`src/rtl/lfsr_replay_buf.sv`:
```
// Circular capture buffer for LFSR output words with oldest-to-newest replay
// over a valid/ready handshake; keeps the newest DEPTH samples.
module lfsr_replay_buf #(
  parameter int NBITS = 16,
  parameter int DEPTH = 8,
  parameter int AW    = 3
) (
  input  logic             clk,
  input  logic             rst,
  input  logic [NBITS-1:0] q_in,
  input  logic             rec_en,
  input  logic             replay_req,
  input  logic             clr,
  output logic [NBITS-1:0] dout,
  output logic             dout_valid,
  input  logic             dout_ready,
  output logic [AW:0]      count,
  output logic             busy,
  output logic             overflow
);

  localparam logic [1:0]  IDLE   = 2'd0;
  localparam logic [1:0]  RECORD = 2'd1;
  localparam logic [1:0]  REPLAY = 2'd2;
  localparam logic [AW:0] FULL   = (AW+1)'(DEPTH);
  localparam logic [AW:0] ONE    = (AW+1)'(1);

  logic [1:0]       state;
  logic [AW-1:0]    wptr;
  logic [AW-1:0]    rptr;
  logic [AW:0]      remaining;
  logic [NBITS-1:0] mem [DEPTH];

  logic             wr_en;
  logic [AW-1:0]    oldest;
  logic [AW-1:0]    rnext;

  // Write strobe and pointer arithmetic; a full buffer gives oldest == wptr.
  always_comb begin
    wr_en  = 1'b0;
    if (rec_en && ((state == IDLE) || (state == RECORD))) begin
      wr_en = 1'b1;
    end else begin
      wr_en = 1'b0;
    end
    oldest = wptr - count[AW-1:0];
    rnext  = rptr + AW'(1);
  end

  // Sample storage; contents are not reset.
  always_ff @(posedge clk) begin
    if (wr_en) begin
      mem[wptr] <= q_in;
    end
  end

  // Control FSM, bookkeeping and registered outputs.
  always_ff @(posedge clk or negedge rst) begin
    if (!rst) begin
      state      <= IDLE;
      wptr       <= {AW{1'b0}};
      rptr       <= {AW{1'b0}};
      remaining  <= {(AW+1){1'b0}};
      count      <= {(AW+1){1'b0}};
      dout       <= {NBITS{1'b0}};
      dout_valid <= 1'b0;
      busy       <= 1'b0;
      overflow   <= 1'b0;
    end else begin
      case (state)
        IDLE: begin
          if (rec_en) begin
            state <= RECORD;
            busy  <= 1'b1;
          end else if (replay_req && (count != {(AW+1){1'b0}})) begin
            state      <= REPLAY;
            busy       <= 1'b1;
            rptr       <= oldest;
            dout       <= mem[oldest];
            dout_valid <= 1'b1;
            remaining  <= count;
          end else if (clr) begin
            count    <= {(AW+1){1'b0}};
            overflow <= 1'b0;
          end
        end
        RECORD: begin
          if (!rec_en) begin
            state <= IDLE;
            busy  <= 1'b0;
          end
        end
        REPLAY: begin
          if (dout_valid && dout_ready) begin
            if (remaining == ONE) begin
              dout_valid <= 1'b0;
              state      <= IDLE;
              busy       <= 1'b0;
            end else begin
              rptr      <= rnext;
              dout      <= mem[rnext];
              remaining <= remaining - ONE;
            end
          end
        end
        default: begin
          state      <= IDLE;
          busy       <= 1'b0;
          dout_valid <= 1'b0;
        end
      endcase

      // A write into a full buffer drops the oldest entry instead of growing.
      if (wr_en) begin
        wptr <= wptr + AW'(1);
        if (count == FULL) begin
          overflow <= 1'b1;
        end else begin
          count <= count + ONE;
        end
      end
    end
  end

endmodule

```
`config.mk`:
```
export PLATFORM = sky130hd
export DESIGN_NAME = lfsr_replay_buf
export DESIGN_NICKNAME = d
export VERILOG_FILES = /design/src/rtl/lfsr_replay_buf.sv
export SDC_FILE = /design/constraint.sdc
export NUM_CORES = 1
export LEC_CHECK = 0
export ABC_AREA = 0
export CORE_MARGIN = 2
export CORE_UTILIZATION = 40
export DETAILED_ROUTE_END_ITERATION = 8
export SLEW_MARGIN = 20
export SYNTH_ARGS = -nofsm -noshare
export SYNTH_HDL_FRONTEND = slang
export SYNTH_SLANG_ARGS = --single-unit
```
`constraint.sdc`:
```
create_clock -name clk -period 2.52 [get_ports clk]
set_clock_uncertainty 0.15 [all_clocks]
set_input_delay 0.63 -clock clk [delete_from_list [all_inputs] [get_ports clk]]
set_output_delay 0.63 -clock clk [all_outputs]
set_load 0.005 [all_outputs]
```
# Word-level counts from Yosys, hierarchy flattened
# Memories as Yosys holds them, arrays and structs flattened.
# Index checks and enable logic that the tools add are counted.
classes:
  n_addsub: 5
  mul: 0
  div_mod_pow: 0
  order_cmp: 0
  eq_ne: 11
  shifts: 0
  muxes: 44
  n_bitwise: 1
  reduce_logical: 10
ops:
  columns: ["op", "n"]
  rows:
  - ["$mux W16", 4]
  - ["$mux W4", 10]
  - ["$pmux W16 S2", 1]
  - ["$mux W1", 15]
  - ["$mux W3", 4]
  - ["$mux W2", 5]
  - ["$ne A2 B2 Y1 const B", 5]
  - ["$reduce_and A5 Y1", 2]
  - ["$pmux W4 S2", 1]
  - ["$add A3 B1 Y3 const B", 2]
  - ["$pmux W1 S3", 2]
  - ["$pmux W2 S3", 1]
  - ["$pmux W3 S2", 1]
  - ["$add A4 B1 Y4 const B", 1]
  - ["$eq A4 B1 Y1 const B", 1]
  - ["$eq A4 B4 Y1 const B", 1]
  - ["$reduce_and A4 Y1", 1]
  - ["$reduce_bool A4 Y1", 1]
  - ["$sub A4 B1 Y4 const B", 1]
  - ["$logic_and A1 B1 Y1", 3]
  - ["$ne A3 B2 Y1 const B", 1]
  - ["$sub A3 B3 Y3", 1]
  - ["$eq A2 B1 Y1 const B", 1]
  - ["$eq A2 B2 Y1 const B", 1]
  - ["other kinds (5)", 5]
word_totals:
  reg_bits: 35
  latch_bits: 0
  ram_bits: 128
  romBits: 0
  input_bits: 22
  output_inout_bits: 23
  word_cells: 81
  memories: 1
mem_list:
  columns: ["name", "depth", "width", "read_ports", "rd_ports_with_merged_regs", "write_ports", "line_no", "text"]
  rows:
  - ["mem", 8, 16, 2, 0, 1, "32", "logic [NBITS-1:0] mem [DEPTH];"]

# Logic depth before layout (Yosys ltp)
# Gate-level depths: netlist of the first run.
depth:
  word_depth: 7
  ltp_mapped: 10

# Worst setup path after synthesis of the first run
# No wires, ideal clock.
synth_path:
  path_kind: "in2reg"
  startpoint: "input rec_en"
  endpoint: "memory mem[1][0] (enable)"
  arrival_ns: 2.314
  required_time_ns: 1.961
  setup_slack_ns: -0.353
  cell_stages: 4
  n_path_buf: 1
  path_cell_list: "nor2b_1 -> clkbuf_1 -> nand2_1 -> nor3_1"
synth_via:
  elab_chain_len: 4
synth_lines:
  columns: ["element", "line_no", "text"]
  rows:
  - ["start, declared", "11", "input logic rec_en,"]
  - ["$logic_and A1 B1 Y1", "41", "if (rec_en && ((state == IDLE) || (state == RECORD))) begin"]
  - ["$mux W1", "41", null]
  - ["$mux W1", "52", "if (wr_en) begin"]
  - ["$mux W1 (not written as such)", "53", "mem[wptr] <= q_in;"]
  - ["end, declared", "32", null]
# Every way passes these cells.

# Final worst setup path of the first run
layout_path:
  startpoint: "register wptr[0]"
  endpoint: "register dout[6]"
layout_via:
  elab_chain_len: 5
layout_lines:
  columns: ["element", "line_no", "text"]
  rows:
  - ["start, declared", "29", "logic [AW-1:0] wptr;"]
  - ["start signal, assigned", "61", "wptr <= {AW{1'b0}};"]
  - ["start signal, assigned", "115", "wptr <= wptr + AW'(1);"]
  - ["$sub A3 B3 Y3", "46", "oldest = wptr - count[AW-1:0];"]
  - ["$mem_v2 Z8 W16", null, null]
  - ["$mux W16", "75", "end else if (replay_req && (count != {(AW+1){1'b0}})) begin"]
  - ["$mux W16", "72", "if (rec_en) begin"]
  - ["$pmux W16 S2", "70", "case (state)"]
  - ["end signal, assigned", "65", "dout <= {NBITS{1'b0}};"]
  - ["end signal, assigned", "79", "dout <= mem[oldest];"]
  - ["end signal, assigned", "101", "dout <= mem[rnext];"]
  - ["end, declared", "14", "output logic [NBITS-1:0] dout,"]
# Every way passes these cells. The select of a mux whose other input is x is not followed.
# A chain may end at the register's enable or synchronous reset.

==> results of run 1 <==
[per-stage QoR]
stage                     hold slack, ns  total power (W)  setup TNS (ns)  setup WS [ns]
after detailed placement           0.343           0.0112           -4.04         -0.216
after global routing               0.212           0.0154           -2.85         -0.227
after floorplan                    0.184          0.00882               0        0.00317
after global placement             0.324           0.0110           -5.20         -0.203
final                              0.165           0.0146           -1.30         -0.121
after CTS                          0.178           0.0145           -1.56         -0.161
[registers in the layout (all words and copies together) (netlist names), 2 cells and up]
name,cells
count,4
dout,16
mem,128
remaining,4
rptr,3
state,2
wptr,3
[path summary, 6_finish.rpt]
check | from | endpoint | slack [ns] | cells after the start
setup reg to reg | wptr[0] | dout[6] | -0.12 | 10
hold reg to reg | overflow | overflow | 0.36 | 1
min in group clk | overflow | overflow | 0.36 | 1
hold / removal | rst | count[2] | 0.17 | 1
max in group asynchronous | rst | count[0] | 1.48 | 1
setup / recovery | wptr[0] | dout[6] | -0.12 | 10
[worst max-delay path, stage by stage (launching register included)]
cell and delay (ns):
dfrtp_1 0.39, inv_2 0.08, ha_4 0.13, inv_2 0.03
fa_2 0.59, buf_12 0.14, buf_8 0.13, mux4_2 0.29
mux2i_1 0.14, o211ai_1 0.16, mux2_4 0.28
[layout make-up]
type | instances | area [sq um]
fillers | 1515 | 9220
flip-flops and latches | 163 | 4720
multi-input cells | 237 | 2840
repair buffers | 95 | 1100
clock buffers | 19 | 433
well taps | 260 | 325
clock inverters | 12 | 154
inverters | 8 | 32.5
[power by group through the flow]
stage	clock network [W]	logic [W]	registers, W
final	0.00260	0.00808	0.00389
after global routing	0.00274	0.00865	0.00396
after CTS	0.00264	0.00798	0.00389
after detailed placement	0	0.00724	0.00392
after global placement	0	0.00714	0.00389
after floorplan	0	0.00501	0.00381
[cells by family (layout without fill, tap and decap cells)]
family | after synthesis | after routing | share of synthesized area, %
xor gates and xnor gates | 6 | 6 | 0.859
muxes | 100 | 100 | 24.4
and+or+nand+nor | 84 | 84 | 5.50
buffers and inverters | 42 | 134 | 2.90
adders and majority gates | 8 | 8 | 1.39
DFF | 163 | 163 | 61.1
AOI/OAI and AO/OA | 39 | 39 | 3.78
[routing by layer]
metal | up-vias | share of wire [%]
met5 | - | 0
li1 | 1968 | -
met3 | 24 | 4.4
met1 | 2272 | 43
met2 | 111 | 51
met4 | 0 | 1.9
[cell usage in the layout, fill, tap and decap left out, types with 3 or more instances in the layout]
master             n
mux2_4            17
dfrtp_1           33
buf_4             28
xnor2_1            3
mux2i_1           17
mux4_2            64
nor2_1            10
nor4b_1            3
nand2b_1           4
clkdlybuf4s50_1   43
o211ai_1          16
edfxtp_1         128
ha_1               5
a2bb2oi_1          3
nand3_1           38
nand2_1           16
inv_6              4
nor4_1             3
clkbuf_16         18
bufinv_16          3
o22ai_1            3
inv_1              5
buf_12            17
o21ai_0            6
[timing repair]
item	in CTS	in global routing
buffers inserted	7	6
setup endpoints to repair	16	18
gates resized for setup	13	12
pin swaps	5	11
gates cloned	2	1
==> flow_metrics.env, run 1 <==
export IMPL_outcome="complete, but fails checks"
export IMPL_violations="negative setup slack"
export IMPL_worstSetupStartpointType="register"
export IMPL_fp_dieArea_sq_um=20400
export IMPL_p_leak_nw=3.31
export IMPL_use_met2_pct=30.6
export IMPL_avgSynthCellArea_sq_um=17.5
export IMPL_ys_seq_area_share_pct=61.1
export IMPL_slew_headroom_pct=44.0
export IMPL_fin_area_sq_um=9610
export IMPL_start_util_pct=41.0
export IMPL_worstMarginPinSlew_ns=0.840
export IMPL_drc=0
export IMPL_grt_use_met1_pct=22.9
export IMPL_io_buffers=44
export IMPL_vias_per_cell=5.51
export IMPL_chipWidth_microns=143
export IMPL_synth_async_reset_ratio_pct=21.5
export IMPL_pwr_share_comb_pct=55.5
export IMPL_synth_main_ff_cell="edfxtp_1"
export IMPL_synth_top_area_cell="edfxtp_1"
export IMPL_overflow=0
export IMPL_fmax_mhz=379
export IMPL_clock_path_buffers=2
export IMPL_syn_inst=442
export IMPL_ios=45
export IMPL_critical_path_max_fanout=6
export IMPL_placed_cells=749
export IMPL_netlist_area_leader_share_pct=49.8
export IMPL_clock_sinks=163
export IMPL_drive_above_1_share_pct=32.8
export IMPL_arrival_ns=2.80
export IMPL_postLayoutCoreUtil_pct=51.0
export IMPL_clk_pin_slew_ns=0.06
export IMPL_power_switching_w=0.00501
export IMPL_p_int_w=0.00957
export IMPL_synth_most_common_cell="edfxtp_1"
export IMPL_rsz0062_at_grt="yes"
export IMPL_synth_edf_count=128
export IMPL_antenna_found_initial=0
export IMPL_cts_hold_buffers=0
export IMPL_yosys_top_cells_count="edfxtp_1 (128), mux4_2 (64), nand3_1 (38), dfrtp_1 (35), mux2i_1 (17)"
export IMPL_ant_nets=0
export IMPL_syn_num_nets=472
export IMPL_dpl_hpwl_mm=10.2
export IMPL_pwr_density_cell_nw_per_um2=1520
export IMPL_critPathRequiredTime_ns=2.68
export IMPL_path_class="register to register"
export IMPL_ys_ff_latch=163
export IMPL_first_pass_iters=5
export IMPL_netlist_top_cells_area="edfxtp_1 (50%), mux4_2 (19%), dfrtp_1 (11%)"
export IMPL_rows=50
export IMPL_cts_tree="done"
export IMPL_min_period_ns=2.64
export IMPL_syn_cell_area_sq_um=7720
export IMPL_vias=4375
export IMPL_busiest_layer="met2"
export IMPL_wire_per_inst_microns=21.9
export IMPL_grt_usage_pct=18.0
export IMPL_fin_ws_ns=-0.121
export IMPL_hold_class="input pin to asynchronous set/reset pin"
export IMPL_grt_pass1_wl_mm=26.3
export IMPL_die_height_microns=143
export IMPL_synthToLayoutAreaGrowth_pct=24.5
export IMPL_gp_congestion=0.759
export IMPL_p_clk_share_pct=17.9
export IMPL_ctsRootBufferMaster="clkbuf_16"
export IMPL_cts_buffers=17
export IMPL_grt_max_degree=55
export IMPL_final_cells=794
export IMPL_grt_pass1_vias=4583
export IMPL_clock_latency_ns=0.42
export IMPL_final_setup_viol_count=18
export IMPL_fin_nets=552
export IMPL_use_met3_pct=3.49
export IMPL_pwr_share_seq_pct=26.7
export IMPL_cts_max_level=4
export IMPL_coreArea_sq_um=18800
export IMPL_routed_wl_mm=17.4
export IMPL_vdd_drop_max_uv=989
export IMPL_endpoint_kind="register"
export IMPL_place_area_sq_um=8780
export IMPL_switching_share_pct=34.4
export IMPL_maxCapViolations=0
export IMPL_timing_final_crit_share_pct=105
export IMPL_hold_violations=0
export IMPL_synthDistinctLibCells=46
export IMPL_ys_warn_count=0
export IMPL_drt_iter0_markers=274
export IMPL_drv_slew=0
export IMPL_diodes=0
(Power assumes the default switching activity.)
==> run 2: changes to the inputs <==
--- a/config.mk
+++ b/config.mk
@@ -7,8 +7,9 @@
 export LEC_CHECK = 0
 export ABC_AREA = 0
 export CORE_MARGIN = 2
-export CORE_UTILIZATION = 40
+export CORE_UTILIZATION = 54
 export DETAILED_ROUTE_END_ITERATION = 8
+export PLACE_DENSITY = 0.76
 export SLEW_MARGIN = 20
 export SYNTH_ARGS = -nofsm -noshare
 export SYNTH_HDL_FRONTEND = slang
==> constraint.sdc (replaced) <==
create_clock -name clk -period 2.52 [get_ports clk]
set_clock_uncertainty 0.15 [all_clocks]
set_input_delay 0.63 -clock clk [delete_from_list [all_inputs] [get_ports clk]]
set_output_delay 0.63 -clock clk [all_outputs]
set_load 0.01 [all_outputs]
==> run 2 against run 1 <==
  * The flow still finishes with violations (negative setup slack)
  * Hold slack got worse by 0.0057 ns
  * Via count rose by 4.7%
  * Worst setup slack worse by 0.0041 ns
  * Critical path type unchanged
  * Utilization up 16 points
  * Sequential cell count did not move
  * Critical endpoint is now dout[0]
  * Total power shrank 2.9%
  * Combinational power is 5.6% lower
  * Sequential share of layout area rose by 1.3 points
==> flow_metrics.env, run 2 (synthesis gave the netlist of run 1 again) <==
export IMPL_critPathRequiredTime_ns=2.68
export IMPL_start_util_pct=55.4
export IMPL_fin_ws_ns=-0.126
export IMPL_cp_top_family="adder cells"
export IMPL_largest_reg_flops=128
export IMPL_diodes=0
export IMPL_place_ws_ns=-0.209
export IMPL_clock_sinks=163
export IMPL_first_pass_iters=5
export IMPL_reg_largest_list="mem (128), dout (16)"
export IMPL_fmax_mhz=378
export IMPL_final_cell_mix="edfxtp_1 (128), mux4_2 (64), clkdlybuf4s50_1 (43), buf_4 (39), nand3_1 (38)"
export IMPL_dpl_hpwl_mm=10.7
export IMPL_drive_above_1_share_pct=33.1
export IMPL_p_clk_share_pct=18.6
export IMPL_ant_nets=0
export IMPL_synthToLayoutAreaGrowth_pct=21.2
export IMPL_drc=0
export IMPL_cts_buffers=17
export IMPL_ctsRootBufferMaster="clkbuf_16"
export IMPL_coreArea_sq_um=13900
export IMPL_largest_register="mem"
export IMPL_timing_final_crit_share_pct=105
export IMPL_grt_pass1_wl_mm=26.8
export IMPL_wire_per_inst_microns=24.2
export IMPL_vdd_drop_max_uv=659
export IMPL_overflow=0
export IMPL_crit_path_top_delay_cell="fa_2"
export IMPL_cpMostUsedCell="inv_2"
export IMPL_pwr_share_seq_pct=27.5
export IMPL_drv_slew=0
export IMPL_outcome="complete, but fails checks"
export IMPL_arrival_ns=2.81
export IMPL_path_class="register to register"
export IMPL_endpoint_kind="register"
export IMPL_path_cells="inv_2, ha_4, inv_2, fa_2, buf_12, mux4_2, mux2i_1, o211ai_1, mux2_4"
export IMPL_p_leak_nw=3.27
export IMPL_rows=43
export IMPL_final_setup_tns_ns=-0.690
export IMPL_clock_path_buffers=2
export IMPL_p_int_w=0.00917
export IMPL_pwr_density_cell_nw_per_um2=1510
export IMPL_grt_pass1_vias=4741
export IMPL_pwr_share_comb_pct=53.9
export IMPL_vias_per_cell=6.41
export IMPL_maxCapViolations=0
export IMPL_gp_congestion=0.778
export IMPL_place_area_sq_um=8660
export IMPL_clk_pin_slew_ns=0.07
export IMPL_cts_tree="done"
export IMPL_die_height_microns=124
export IMPL_worstSetupStartpointType="register"
export IMPL_vias=4581
export IMPL_fp_dieArea_sq_um=15300
export IMPL_worstMarginPinSlew_ns=0.847
export IMPL_critPathBufInv=3
export IMPL_slew_headroom_pct=43.5
export IMPL_grt_usage_pct=25.0
export IMPL_hold_class="input pin to asynchronous set/reset pin"
export IMPL_fin_area_sq_um=9360
export IMPL_rsz0062_at_grt="yes"
export IMPL_fin_nets=552
export IMPL_whs_ns=0.159
export IMPL_max_stage_delay_ns=0.64
export IMPL_io_buffers=44
export IMPL_ios=45
export IMPL_chipWidth_microns=124
export IMPL_hold_violations=0
export IMPL_cts_max_level=4
export IMPL_switching_share_pct=35.2
export IMPL_clock_latency_ns=0.43
export IMPL_power_switching_w=0.00498
export IMPL_drt_iter0_markers=362
export IMPL_min_period_ns=2.65
export IMPL_routed_wl_mm=17.3
export IMPL_critical_path_max_fanout=12
export IMPL_antenna_found_initial=0
export IMPL_layout_commonest_cell="edfxtp_1"
export IMPL_grt_max_degree=54
export IMPL_final_setup_viol_count=14
export IMPL_violations="negative setup slack"
export IMPL_cts_hold_buffers=0
export IMPL_fill_cells=916
run 2: area by class of cell:
class	count	area (sq um)	area share (%)
flip-flops and latches	163	4720	50.5
multi-input cells	237	2820	30.1
repair buffers	95	956	10.2
clock buffers	17	425	4.55
well taps	180	225	2.41
clock inverters	15	181	1.94
inverters	8	30.0	0.321
run 2: path summary, 6_finish.rpt:
path,start,end,slack (ns),cells after the start
max in group asynchronous,rst,rptr[0],1.48,1
worst min register to register,dout[3],dout[3],0.36,1
min in group clk,dout[3],dout[3],0.36,1
worst min-delay path,rst,count[2],0.16,1
worst max-delay path,wptr[0],dout[0],-0.13,9
worst max register to register,wptr[0],dout[0],-0.13,9
run 2: power groups by stage:
stage               sequential [W]  clock [W]  combinational [W]
floorplan                  0.00388          0            0.00501
global placement           0.00388          0            0.00714
detailed placement         0.00392          0            0.00728
CTS                        0.00388    0.00267            0.00786
global route               0.00395    0.00278            0.00813
finish                     0.00388    0.00263            0.00763
run 2: what timing repair did:
action                     CTS  global route
setup endpoints to repair   13            18
gates cloned                 2             1
pin swaps                    1             3
resized for setup            7             3
setup buffers                2             3
hold endpoints to repair     0             0
run 2: per-layer routing:
layer / track usage [%] / up-vias / share of wire, %
met4: 9.80 / 0 / 2.3
met3: 4.98 / 29 / 6.5
met5: 0 / - / 0
met2: 42.2 / 186 / 53
li1: - / 1973 / -
met1: 32.0 / 2393 / 39
run 2: per-stage QoR:
step | power [W] | util, % | instances
after CTS | 0.0144 | 67.1 | 713
after global routing | 0.0149 | 67.1 | 715
final | 0.0141 | 67.1 | 715
after floorplan | 0.00889 | - | 442
after detailed placement | 0.0112 | 62.1 | 677
after global placement | 0.0110 | 62.1 | 677
==> run 3: changes to the inputs <==
--- a/config.mk
+++ b/config.mk
@@ -6,10 +6,11 @@
 export NUM_CORES = 1
 export LEC_CHECK = 0
 export ABC_AREA = 0
+export ABC_CLOCK_PERIOD_IN_PS = 2520
 export CORE_MARGIN = 2
-export CORE_UTILIZATION = 54
+export CORE_UTILIZATION = 52
 export DETAILED_ROUTE_END_ITERATION = 8
-export PLACE_DENSITY = 0.76
+export PLACE_DENSITY = 0.74
 export SLEW_MARGIN = 20
 export SYNTH_ARGS = -nofsm -noshare
 export SYNTH_HDL_FRONTEND = slang
==> run 3 against run 2 <==
  * The run still ends with negative setup slack left
  * Total power rose by 4.5%
  * Worst setup slack worse by 0.014 ns
  * Fmax fell by 0.51%
  * Sequential power about the same
  * Highest routed layer unchanged
==> flow_metrics.env, run 3 (synthesis gave the netlist of run 1 again) <==
export IMPL_outcome="complete, but fails checks"
export IMPL_violations="negative setup slack"
export IMPL_gp_congestion=0.814
export IMPL_chipWidth_microns=126
export IMPL_final_cell_mix="edfxtp_1 (128), mux4_2 (64), clkdlybuf4s50_1 (43), nand3_1 (38), buf_4 (35)"
export IMPL_final_setup_viol_count=16
export IMPL_io_buffers=44
export IMPL_cts_hold_buffers=0
export IMPL_layout_commonest_cell="edfxtp_1"
export IMPL_cts_tree="done"
export IMPL_worstMarginPinSlew_ns=0.844
export IMPL_arrival_ns=2.82
export IMPL_hold_violations=0
export IMPL_hold_class="input pin to asynchronous set/reset pin"
export IMPL_clk_pin_slew_ns=0.06
export IMPL_maxCapViolations=0
export IMPL_dpl_hpwl_mm=10.6
export IMPL_clock_latency_ns=0.43
export IMPL_vias=4494
export IMPL_drv_slew=0
export IMPL_overflow=0
export IMPL_vdd_drop_max_uv=821
export IMPL_critical_path_max_fanout=5
export IMPL_antenna_found_initial=0
export IMPL_fill_cells=996
export IMPL_drt_iter0_markers=539
export IMPL_pwr_density_cell_nw_per_um2=1550
export IMPL_drc=0
export IMPL_timing_final_crit_share_pct=106
export IMPL_grt_usage_pct=23.0
export IMPL_ctsRootBufferMaster="clkbuf_16"
export IMPL_diodes=0
export IMPL_endpoint_kind="register"
export IMPL_r2r_start="wptr[0]"
export IMPL_ant_nets=0
export IMPL_start_util_pct=53.1
export IMPL_cts_max_level=4
export IMPL_rsz0062_at_grt="yes"
export IMPL_p_leak_nw=3.34
export IMPL_ios=45
export IMPL_place_ws_ns=-0.300
export IMPL_coreArea_sq_um=14500
export IMPL_clock_path_buffers=2
export IMPL_largest_reg_flops=128
export IMPL_wire_per_inst_microns=24.6
export IMPL_min_period_ns=2.66
export IMPL_slew_headroom_pct=43.7
export IMPL_cts_buffers=17
export IMPL_fp_dieArea_sq_um=15800
export IMPL_first_pass_iters=4
export IMPL_die_height_microns=126
export IMPL_postLayoutCoreUtil_pct=65.6
export IMPL_drive_above_1_share_pct=32.8
export IMPL_fmax_mhz=376
export IMPL_grt_pass1_vias=4626
export IMPL_critPathRequiredTime_ns=2.69
export IMPL_routed_wl_mm=17.9
export IMPL_worstSetupStartpointType="register"
export IMPL_reg_largest_list="mem (128), dout (16)"
export IMPL_crit_start="wptr[0]"
export IMPL_fin_nets=559
export IMPL_grt_pass1_wl_mm=26.8
export IMPL_path_class="register to register"
export IMPL_grt_max_degree=36
export IMPL_vias_per_cell=6.19
export IMPL_synthToLayoutAreaGrowth_pct=23.5
export IMPL_largest_register="mem"
export IMPL_clock_sinks=163
export IMPL_rows=44
export IMPL_fin_ws_ns=-0.139
[run 3: area by class of cell]
cell class / instances / area, sq um / area share, %
Clock inverter: 7 / 98.8 / 1.04
Clock buffer: 25 / 465 / 4.88
Inverter: 8 / 30.0 / 0.315
Sequential cell: 163 / 4720 / 49.5
Tap cell: 184 / 230 / 2.42
Multi-Input combinational cell: 237 / 2820 / 29.6
Timing Repair Buffer: 102 / 1160 / 12.2
[run 3: metrics by stage]
stage	total power [W]	TNS (ns)	instance area (sq um)	instances	hold WS (ns)
after CTS	0.0138	-0.618	9300	714	0.170
after global routing	0.0155	-2.62	9530	726	0.210
final	0.0148	-1.38	9530	726	0.155
after floorplan	0.00889	0	7730	442	0.184
after global placement	0.0111	-14.77	8720	682	0.330
after detailed placement	0.0113	-17.40	8730	682	0.337
[run 3: per-layer routing]
layer | GRT usage (%) | wire length, microns | vias to the layer above
met5 | 0 | 0 | -
met1 | 30.3 | 7410 | 2372
li1 | - | - | 1980
met2 | 38.7 | 9270 | 130
met4 | 6.14 | 187 | 0
met3 | 6.03 | 1030 | 12
[run 3: worst max-delay path, stage by stage, from the launching register on]
cell and delay [ns]:
dfrtp_1 0.38, inv_2 0.08, ha_4 0.12, inv_2 0.03
fa_2 0.54, buf_12 0.14, buf_12 0.11, clkbuf_16 0.14
mux4_2 0.33, mux2i_1 0.15, o211ai_1 0.09, mux2_4 0.26
[run 3: what timing repair did]
item	4_1_cts	5_1_grt
gates cloned	0	5
pin swaps	0	5
gates resized for setup	2	5
buffers inserted	0	7
endpoints found under the setup margin	16	17
[run 3: worst paths after layout]
check                           end  depth (start not counted)  slack, ns
min                        overflow                          1       0.15
min reg2reg                 rptr[1]                          1       0.35
min in group clk            rptr[1]                          1       0.35
max reg2reg                 dout[3]                         11      -0.14
max in group asynchronous   rptr[0]                          1       1.48
max                         dout[3]                         11      -0.14
[run 3: power breakdown]
part	switching [W]	total, W	internal (W)
registers	0.000384	0.00388	0.00350
clock network	0.00102	0.00251	0.00149
logic	0.00371	0.00838	0.00467
